==> src/rtl/pipe_fwd_regs.sv <==
`default_nettype none
// ============================================================================
// Module      : pipe_fwd_regs
// Description : F/D, D/E, E/M and M/W pipeline registers of the 5-stage MIPS
//               core. Applies the hazard unit's stall and forward-select codes:
//               freezes F/D (and the PC via pc_en) on stall, injects a bubble
//               into D/E, and muxes forwarded operands into D (branch/jr
//               compare), E (ALU inputs) and M (store data).
// Ports       : clk, reset (async, active-low)
//               stall, FRSD/FRTD/FRSE/FRTE (3b codes), FRTM (1b)
//               F_IR/F_PC, RF_RD1/RF_RD2, E_ALU, M_DMRD    (stage inputs)
//               pc_en, D_*, E_*, M_*, W_*                  (stage outputs)
//               Forward code: 000 own, 001 W_DM, 010 W_ALU, 011 W_PC+8,
//                             100 M_PC+8, 101 M_ALU, 110/111 own.
// Revision    : 1.0 - initial release
// ============================================================================
module pipe_fwd_regs #(
    parameter logic [31:0] RESET_PC = 32'h0000_3000
) (
    input  logic        clk,
    input  logic        reset,
    input  logic        stall,
    input  logic [2:0]  FRSD,
    input  logic [2:0]  FRTD,
    input  logic [2:0]  FRSE,
    input  logic [2:0]  FRTE,
    input  logic        FRTM,
    input  logic [31:0] F_IR,
    input  logic [31:0] F_PC,
    input  logic [31:0] RF_RD1,
    input  logic [31:0] RF_RD2,
    input  logic [31:0] E_ALU,
    input  logic [31:0] M_DMRD,
    output logic        pc_en,
    output logic [31:0] D_IR,
    output logic [31:0] D_PC,
    output logic [31:0] D_RS,
    output logic [31:0] D_RT,
    output logic [31:0] E_IR,
    output logic [31:0] E_PC,
    output logic [31:0] E_RS,
    output logic [31:0] E_RT,
    output logic [31:0] M_IR,
    output logic [31:0] M_PC,
    output logic [31:0] M_ALU,
    output logic [31:0] M_WD,
    output logic [31:0] W_IR,
    output logic [31:0] W_PC,
    output logic [31:0] W_ALU,
    output logic [31:0] W_DM
);

    localparam logic [5:0]  c_OP_LW      = 6'b100011;
    localparam logic [5:0]  c_OP_JAL     = 6'b000011;
    localparam logic [5:0]  c_OP_BLEZALS = 6'b011000;
    localparam logic [31:0] c_LINK_OFS   = 32'd8;

    // Stage registers
    logic [31:0] r_d_ir, r_d_pc;
    logic [31:0] r_e_ir, r_e_pc, r_e_rs, r_e_rt;
    logic [31:0] r_m_ir, r_m_pc, r_m_alu, r_m_rt;
    logic [31:0] r_w_ir, r_w_pc, r_w_alu, r_w_dm;

    // Forwarding sources
    logic [31:0] w_w_link;
    logic [31:0] w_m_link;
    logic [31:0] w_w_wdata;
    logic [31:0] w_d_rs, w_d_rt, w_e_rs, w_e_rt;

    // Link addresses wrap modulo 2^32; the carry is deliberately dropped.
    assign w_w_link = r_w_pc + c_LINK_OFS;
    assign w_m_link = r_m_pc + c_LINK_OFS;

    // Value the W stage writes back to the GRF.
    always_comb begin
        w_w_wdata = r_w_alu;
        if (r_w_ir[31:26] == c_OP_LW) begin
            w_w_wdata = r_w_dm;
        end else if ((r_w_ir[31:26] == c_OP_JAL) || (r_w_ir[31:26] == c_OP_BLEZALS)) begin
            w_w_wdata = w_w_link;
        end
    end

    function automatic logic [31:0] fwd_mux(
        input logic [2:0]  sel,
        input logic [31:0] own,
        input logic [31:0] w_dm,
        input logic [31:0] w_alu,
        input logic [31:0] w_link,
        input logic [31:0] m_link,
        input logic [31:0] m_alu
    );
        logic [31:0] v;
        case (sel)
            3'b001:  v = w_dm;
            3'b010:  v = w_alu;
            3'b011:  v = w_link;
            3'b100:  v = m_link;
            3'b101:  v = m_alu;
            default: v = own;   // 000 and the unused 110/111
        endcase
        return v;
    endfunction

    always_comb begin
        w_d_rs = fwd_mux(FRSD, RF_RD1, r_w_dm, r_w_alu, w_w_link, w_m_link, r_m_alu);
        w_d_rt = fwd_mux(FRTD, RF_RD2, r_w_dm, r_w_alu, w_w_link, w_m_link, r_m_alu);
        w_e_rs = fwd_mux(FRSE, r_e_rs, r_w_dm, r_w_alu, w_w_link, w_m_link, r_m_alu);
        w_e_rt = fwd_mux(FRTE, r_e_rt, r_w_dm, r_w_alu, w_w_link, w_m_link, r_m_alu);
    end

    // Pipeline registers. D/E captures the forwarded D operands so that a
    // GRF write happening in W during the same cycle is not lost.
    always_ff @(posedge clk or negedge reset) begin
        if (!reset) begin
            r_d_ir  <= '0;
            r_d_pc  <= RESET_PC;
            r_e_ir  <= '0;
            r_e_pc  <= RESET_PC;
            r_e_rs  <= '0;
            r_e_rt  <= '0;
            r_m_ir  <= '0;
            r_m_pc  <= RESET_PC;
            r_m_alu <= '0;
            r_m_rt  <= '0;
            r_w_ir  <= '0;
            r_w_pc  <= RESET_PC;
            r_w_alu <= '0;
            r_w_dm  <= '0;
        end else begin
            if (stall) begin
                // F/D holds; D/E gets a nop bubble
                r_e_ir <= '0;
                r_e_pc <= RESET_PC;
                r_e_rs <= '0;
                r_e_rt <= '0;
            end else begin
                r_d_ir <= F_IR;
                r_d_pc <= F_PC;
                r_e_ir <= r_d_ir;
                r_e_pc <= r_d_pc;
                r_e_rs <= w_d_rs;
                r_e_rt <= w_d_rt;
            end
            r_m_ir  <= r_e_ir;
            r_m_pc  <= r_e_pc;
            r_m_alu <= E_ALU;
            r_m_rt  <= w_e_rt;
            r_w_ir  <= r_m_ir;
            r_w_pc  <= r_m_pc;
            r_w_alu <= r_m_alu;
            r_w_dm  <= M_DMRD;
        end
    end

    assign pc_en = ~stall;
    assign D_IR  = r_d_ir;
    assign D_PC  = r_d_pc;
    assign D_RS  = w_d_rs;
    assign D_RT  = w_d_rt;
    assign E_IR  = r_e_ir;
    assign E_PC  = r_e_pc;
    assign E_RS  = w_e_rs;
    assign E_RT  = w_e_rt;
    assign M_IR  = r_m_ir;
    assign M_PC  = r_m_pc;
    assign M_ALU = r_m_alu;
    assign M_WD  = FRTM ? w_w_wdata : r_m_rt;
    assign W_IR  = r_w_ir;
    assign W_PC  = r_w_pc;
    assign W_ALU = r_w_alu;
    assign W_DM  = r_w_dm;

endmodule
`default_nettype wire
==> config.mk <==
export PLATFORM = sky130hd
export DESIGN_NAME = pipe_fwd_regs
export DESIGN_NICKNAME = d
export VERILOG_FILES = /design/src/rtl/pipe_fwd_regs.sv
export SDC_FILE = /design/constraint.sdc
export NUM_CORES = 1
export LEC_CHECK = 0
export BUFFER_PORTS_ARGS = -buffer_cell sky130_fd_sc_hd__buf_2
export CAP_MARGIN = 15
export CORE_AREA = 2 2 277 279
export DETAILED_ROUTE_END_ITERATION = 8
export DIE_AREA = 0 0 279 281
export SLEW_MARGIN = 5
export SYNTH_ARGS = -nofsm -noshare
export SYNTH_HDL_FRONTEND = slang
export SYNTH_SLANG_ARGS = --single-unit
==> constraint.sdc <==
create_clock -name clk -period 4.2 [get_ports clk]
set_input_delay 1.05 -clock clk [delete_from_list [all_inputs] [get_ports clk]]
set_output_delay 1.05 -clock clk [all_outputs]
set_load 0.02 [all_outputs]
After elaboration in Yosys (flattened, before gate mapping) --
Cells that the tools add are included.
Cells by class: equality and inequality tests 23, add/sub/neg operators 2, reductions and logical operators 1, multiplexer cells 11, bitwise gates (word level) 1
Operator list (number):
- $pmux 32 s5 | 4
- $mux 32 | 7
- $add 32x4->32 const B | 2
- $eq 3x2->1 const B | 8
- $eq 3x3->1 const B | 8
- $eq 3x1->1 const B | 4
- $eq 6x2->1 const B | 1
- $eq 6x5->1 const B | 1
- $eq 6x6->1 const B | 1
- $logic_or 1x1->1 | 1
- $not 1->1 | 1
Word-level totals: output and inout port bits 513, bits of input ports 208, register bits 448, word-level logic and storage cells 52

Logic depth before layout (Yosys ltp) --
depth in word-level cells 5, mapped depth 9, gate-level depth less buffers 7

Worst setup path before layout --
Ideal clock, no wire load.
path type input -> output, start input port FRTD[1], end output port D_RT[16], slack 0.362 ns, buffers on the path 3, required time 3.150 ns, arrival time 2.788 ns, cell stages on the path 7, cell sequence buf_1 -> nor3_1 -> a21oi_1 -> clkbuf_1 -> buf_1 -> nor2_1 -> nor2_1
Between the ends: longest elaborated chain between the ends 2, elaborated cells on any way between the ends 6, those cells by class eq/ne: 5; mux: 1
Ends and longest elaborated chain:
- start: declaration | line 24 | input logic [2:0] FRTD,
- $eq 3x3->1 (tied with other cells) | line 94 | case (sel)
- $pmux 32 s5 (*) | line 94
- end: declaration | line 38 | output logic [31:0] D_RT,
Mark *: on every way between the ends. The rest lies on a longest branch, timed or not.

Worst setup path in the final report --
start register r_w_pc[7], in the netlist W_PC[7], end output port D_RS[8]
Between the ends: longest elaborated chain between the ends 2
Ends and longest elaborated chain:
- start: declaration | line 62 | logic [31:0] r_w_ir, r_w_pc, r_w_alu, r_w_dm;
- start signal: assignment | line 150 | r_w_pc <= r_m_pc;
- $add 32x4->32 | line 71 | assign w_w_link = r_w_pc + c_LINK_OFS;
- $pmux 32 s5 | line 94
- end: declaration | line 37 | output logic [31:0] D_RS,
Every way passes these cells.

==> key figures <==
STA
  – RSZ-0062 raised after global routing: true
  – F_max: 237 MHz
  – Clock skew: 0.0173 ns
  – Final setup vio count: 1
  – Hold_ws: roughly 0.36 ns
  – Fin. Hold Viols: 0
  – Normalized max-slew margin: 0.335
  – Slew Limit Fails: 0
  – Slew @ Worst Pin: 0.995 ns
  – Final Cycle Share: 1.01
  – Post-layout worst setup margin: -0.0261 ns
  – Min Tclk post-route: 4.23 ns

Clocking
  – CTS tree: done
  – Max Root-Sink Buffers: 3
  – CTS root buffer: clkbuf_16
  – CTS Buf Count: 54
  – Clock Latency Late Sink: 0.63 ns
  – H-tree levels: 2
  – CTS clk-pin slew, worst paths: 0.06 ns
  – TritonCTS Sinks: approximately 450

Die
  – Die Ht: 281 um
  – Initial Utilization: 0.278
  – Die Span X: 279 um
  – Cell row count: around 100
  – Core box area: around 75000 um^2
  – Top-level I/O count: 721
  – Die area: 78400 um^2

Outcome
  – Violated checks: negative setup slack
  – Status: finished, violations left

Setup path
  – Slowest stage delay, CP: 0.72 ns
  – Largest fanout on the critical path: 5
  – Required @ worst endpoint: roughly 3.2 ns
  – CP Launch Point: W_PC[7]
  – Slowest CP cell: xnor2_1
  – Crit. End Element: primary output
  – Critical path type: flop to primary output
  – Worst r2r src: W_PC[7]
  – Critical path arrival: about 3.2 ns
  – Critical path, cell by cell: inv_1 > buf_4 > nor2_1 > xnor2_1 > a21oi_1 > o32a_1 > buf_2
  – Worst R2R Path Depth: 7
  – RR Endpoint: r_e_rs[8]
  – Flop-to-flop setup slack: between 1.5 and 2 ns
  – Crit path launch type: flop

Worst hold path
  – Min-delay src: M_IR[28]
  – WHS Endpoint: W_IR[28]
  – Tightest Hold Check Type: flop to flop
  – Hold Path Cell Cnt: 0

Layout
  – Fin util: 0.393
  – Filler cells: 7563
  – Fin nets: 3114
  – Share of cells above drive strength 1: 0.412
  – Area grow syn2layout: 41.1%

Synthesis
  – Area fraction of the dominant cell type after synthesis: 0.524
  – Mean Syn Cell Area: between 10 and 15 um^2
  – Gate count of the mapped netlist: around 2100
  – Syn Nets: ~2300
  – Post-synth EDFFs: 0
  – Yosys warning total: 0
  – Most used DFF post-synth: dfrtp_1
  – Top post-synthesis cells by area: dfrtp_1 (52%), a21oi_1 (4.3%), mux2_2 (3.8%)
  – Area leader, netlist: dfrtp_1
  – Netlist Area Pre-Place: 21000 um^2
  – Sequential element share of the synthesized area: 0.534
  – Ys async rst share: 1.00
  – Register bit total from synthesis: 448
  – Post-synth cell types: 61

Place
  – Hpwl dp: approximately 90 mm
  – Pre-CTS setup slack: 0.0259 ns
  – IO Port Bufs: 720
  – Gpl congestion: about 0.9

Global routing
  – Tot GR Track Use: 0.288
  – Gr ovfl total: 0
  – Largest net degree at the start of global routing: roughly 120
  – First-pass GRT wire length: 161 mm
  – Initial antenna violation count: 17
  – Vias in the first global route: 20894

Detailed routing
  – DRC: 0
  – Total Wirelength: 118 mm
  – Detailed-route vias per instance: 5.48
  – Routed length per placed instance: 30.1 um
  – Pre-Repair DR Iteration Count: 7
  – Detail Route Antenna Nets: 0
  – Vias: 21549
  – Starting DRT DRC Count: 2247

Power
  – Total power: 12.9 mW
  – Combinational power share: 0.229
  – Switching share of power: 0.335
  – Cell Pwr Density: 435 nW/um^2
  – Int Pwr: 8.58 mW
  – Sequential power share: 0.387
  – Leakage: 13.8 nW
  – Switching power: ~4.3 mW
  – VDD IR max: between 0.4 and 0.5 mV
  – Clock network power share: 0.384

Run
  – Max Cap Viol: 0
[metal layers]
| metal | GRT usage | up-vias | part of all wire |
|---|---|---|---|
| met5 | 0 | - | 0.0011 |
| met4 | 0.124 | 18 | 0.047 |
| met3 | 0.0822 | 282 | 0.095 |
| met2 | 0.472 | 1328 | 0.47 |
| met1 | 0.353 | 10656 | 0.39 |
| li1 | - | 9265 | - |
[worst max path at each step]
stage	to	slack, ns	cells past startpoint
floorplan	D_RT[16]	0.36	7
global placement	D_RT[13]	-0.25	6
detailed placement	D_RS[20]	0.03	9
CTS	D_RT[30]	-0.03	9
global route	D_RT[24]	-0.08	7
finish	D_RS[8]	-0.03	7
[Yosys cell counts, drive strengths merged, types with 31 or more instances]
master  number
dfrtp      440
nor2       193
a21oi      182
clkbuf     156
nand2      132
o21ai      112
nor2b       75
mux2        71
a221oi      63
nor3        55
nand3       45
o22a        36
xnor2       36
and2        35
o21a        33
inv         32
o22ai       32
a211oi      31
[cell type report]
class                           count  area (um^2)  area share
Antenna cell                        6         15.0    0.000507
Multi-Input combinational cell   1432         9620       0.325
Clock buffer                       72         1540      0.0520
Tap cell                          978         1220      0.0413
Inverter                           37          139     0.00469
Clock inverter                     26          354      0.0120
Sequential cell                   448        11200       0.379
Timing Repair Buffer              931         5500       0.186
[through the flow]
step           instance area (um^2)  cells  setup TNS (ns)
2_1_floorplan                 21000   2086               0
3_3_place_gp                  26900   3797           -1.29
3_5_place_dp                  26900   3797               0
4_1_cts                       29100   3904         -0.0438
5_1_grt                       29600   3926          -0.501
6_report                      29600   3930         -0.0261
[repair_timing]
item | CTS | global route
endpoints found under the setup margin | 79 | 72
gates resized for setup | 39 | 73
pin swaps | 8 | 18
buffers inserted | 9 | 19
hold buffers | 0 | 0
gates cloned | 0 | 1
[worst max-delay path: cells and delay by family (launching register included)]
| kind | cells | cell delay, ns |
|---|---|---|
| AO/OA/AOI/OAI | 2 | 0.75 |
| AND/OR/NAND/NOR | 1 | 0.08 |
| buffers and inverters | 3 | 0.55 |
| flip-flops | 1 | 0.45 |
| XOR/XNOR | 1 | 0.72 |
[layout by cell type (no fill, tap or decap), types with 8 or more instances in the layout]
cell type / count
nor2_2: 8
nand2b_1: 26
nand3_1: 41
clkbuf_16: 55
o22ai_1: 31
buf_6: 11
a21o_1: 18
o22a_1: 36
o211ai_1: 30
dfstp_2: 8
a222oi_1: 17
nor3_1: 47
nand2_1: 132
and3_1: 10
clkbuf_8: 10
xnor2_1: 27
buf_2: 709
inv_1: 31
and2_1: 35
a211oi_1: 30
o21ai_0: 111
nand4_1: 20
a221oi_1: 40
o211a_1: 10
buf_12: 19
xor2_1: 17
o221ai_1: 22
a31oi_1: 19
mux2i_1: 13
o21a_1: 32
dfrtp_2: 10
nor2b_1: 75
mux2_2: 71
dfrtp_1: 430
a22oi_1: 16
nor2_1: 183
a221oi_2: 20
a21oi_1: 176
buf_4: 191
[kinds of logic (layout without fill, tap and decap cells)]
| group | count (synthesis) | in the layout | synth area share |
|---|---|---|---|
| DFF | 448 | 448 | 0.534 |
| adders and majority gates | 2 | 2 | 0.00119 |
| other | 0 | 6 | 0 |
| muxes | 87 | 87 | 0.0475 |
| xor gates and xnor gates | 57 | 57 | 0.0241 |
| buffers and inverters | 207 | 1066 | 0.0371 |
| AOI/OAI and AO/OA | 664 | 665 | 0.213 |
| and+or+nand+nor | 621 | 621 | 0.143 |
[power by group through the flow]
| stage | registers (mW) | clock network, mW | logic, mW |
|---|---|---|---|
| after global placement | 5.05 | 0 | 2.84 |
| final | 4.99 | 4.96 | 2.95 |
| after floorplan | 5.26 | 0 | 1.15 |
| after CTS | 4.98 | 5.04 | 2.88 |
| after detailed placement | 5.05 | 0 | 2.85 |
| after global routing | 5.02 | 5.21 | 3.12 |
Note: power is estimated with default switching activity, not from simulation.
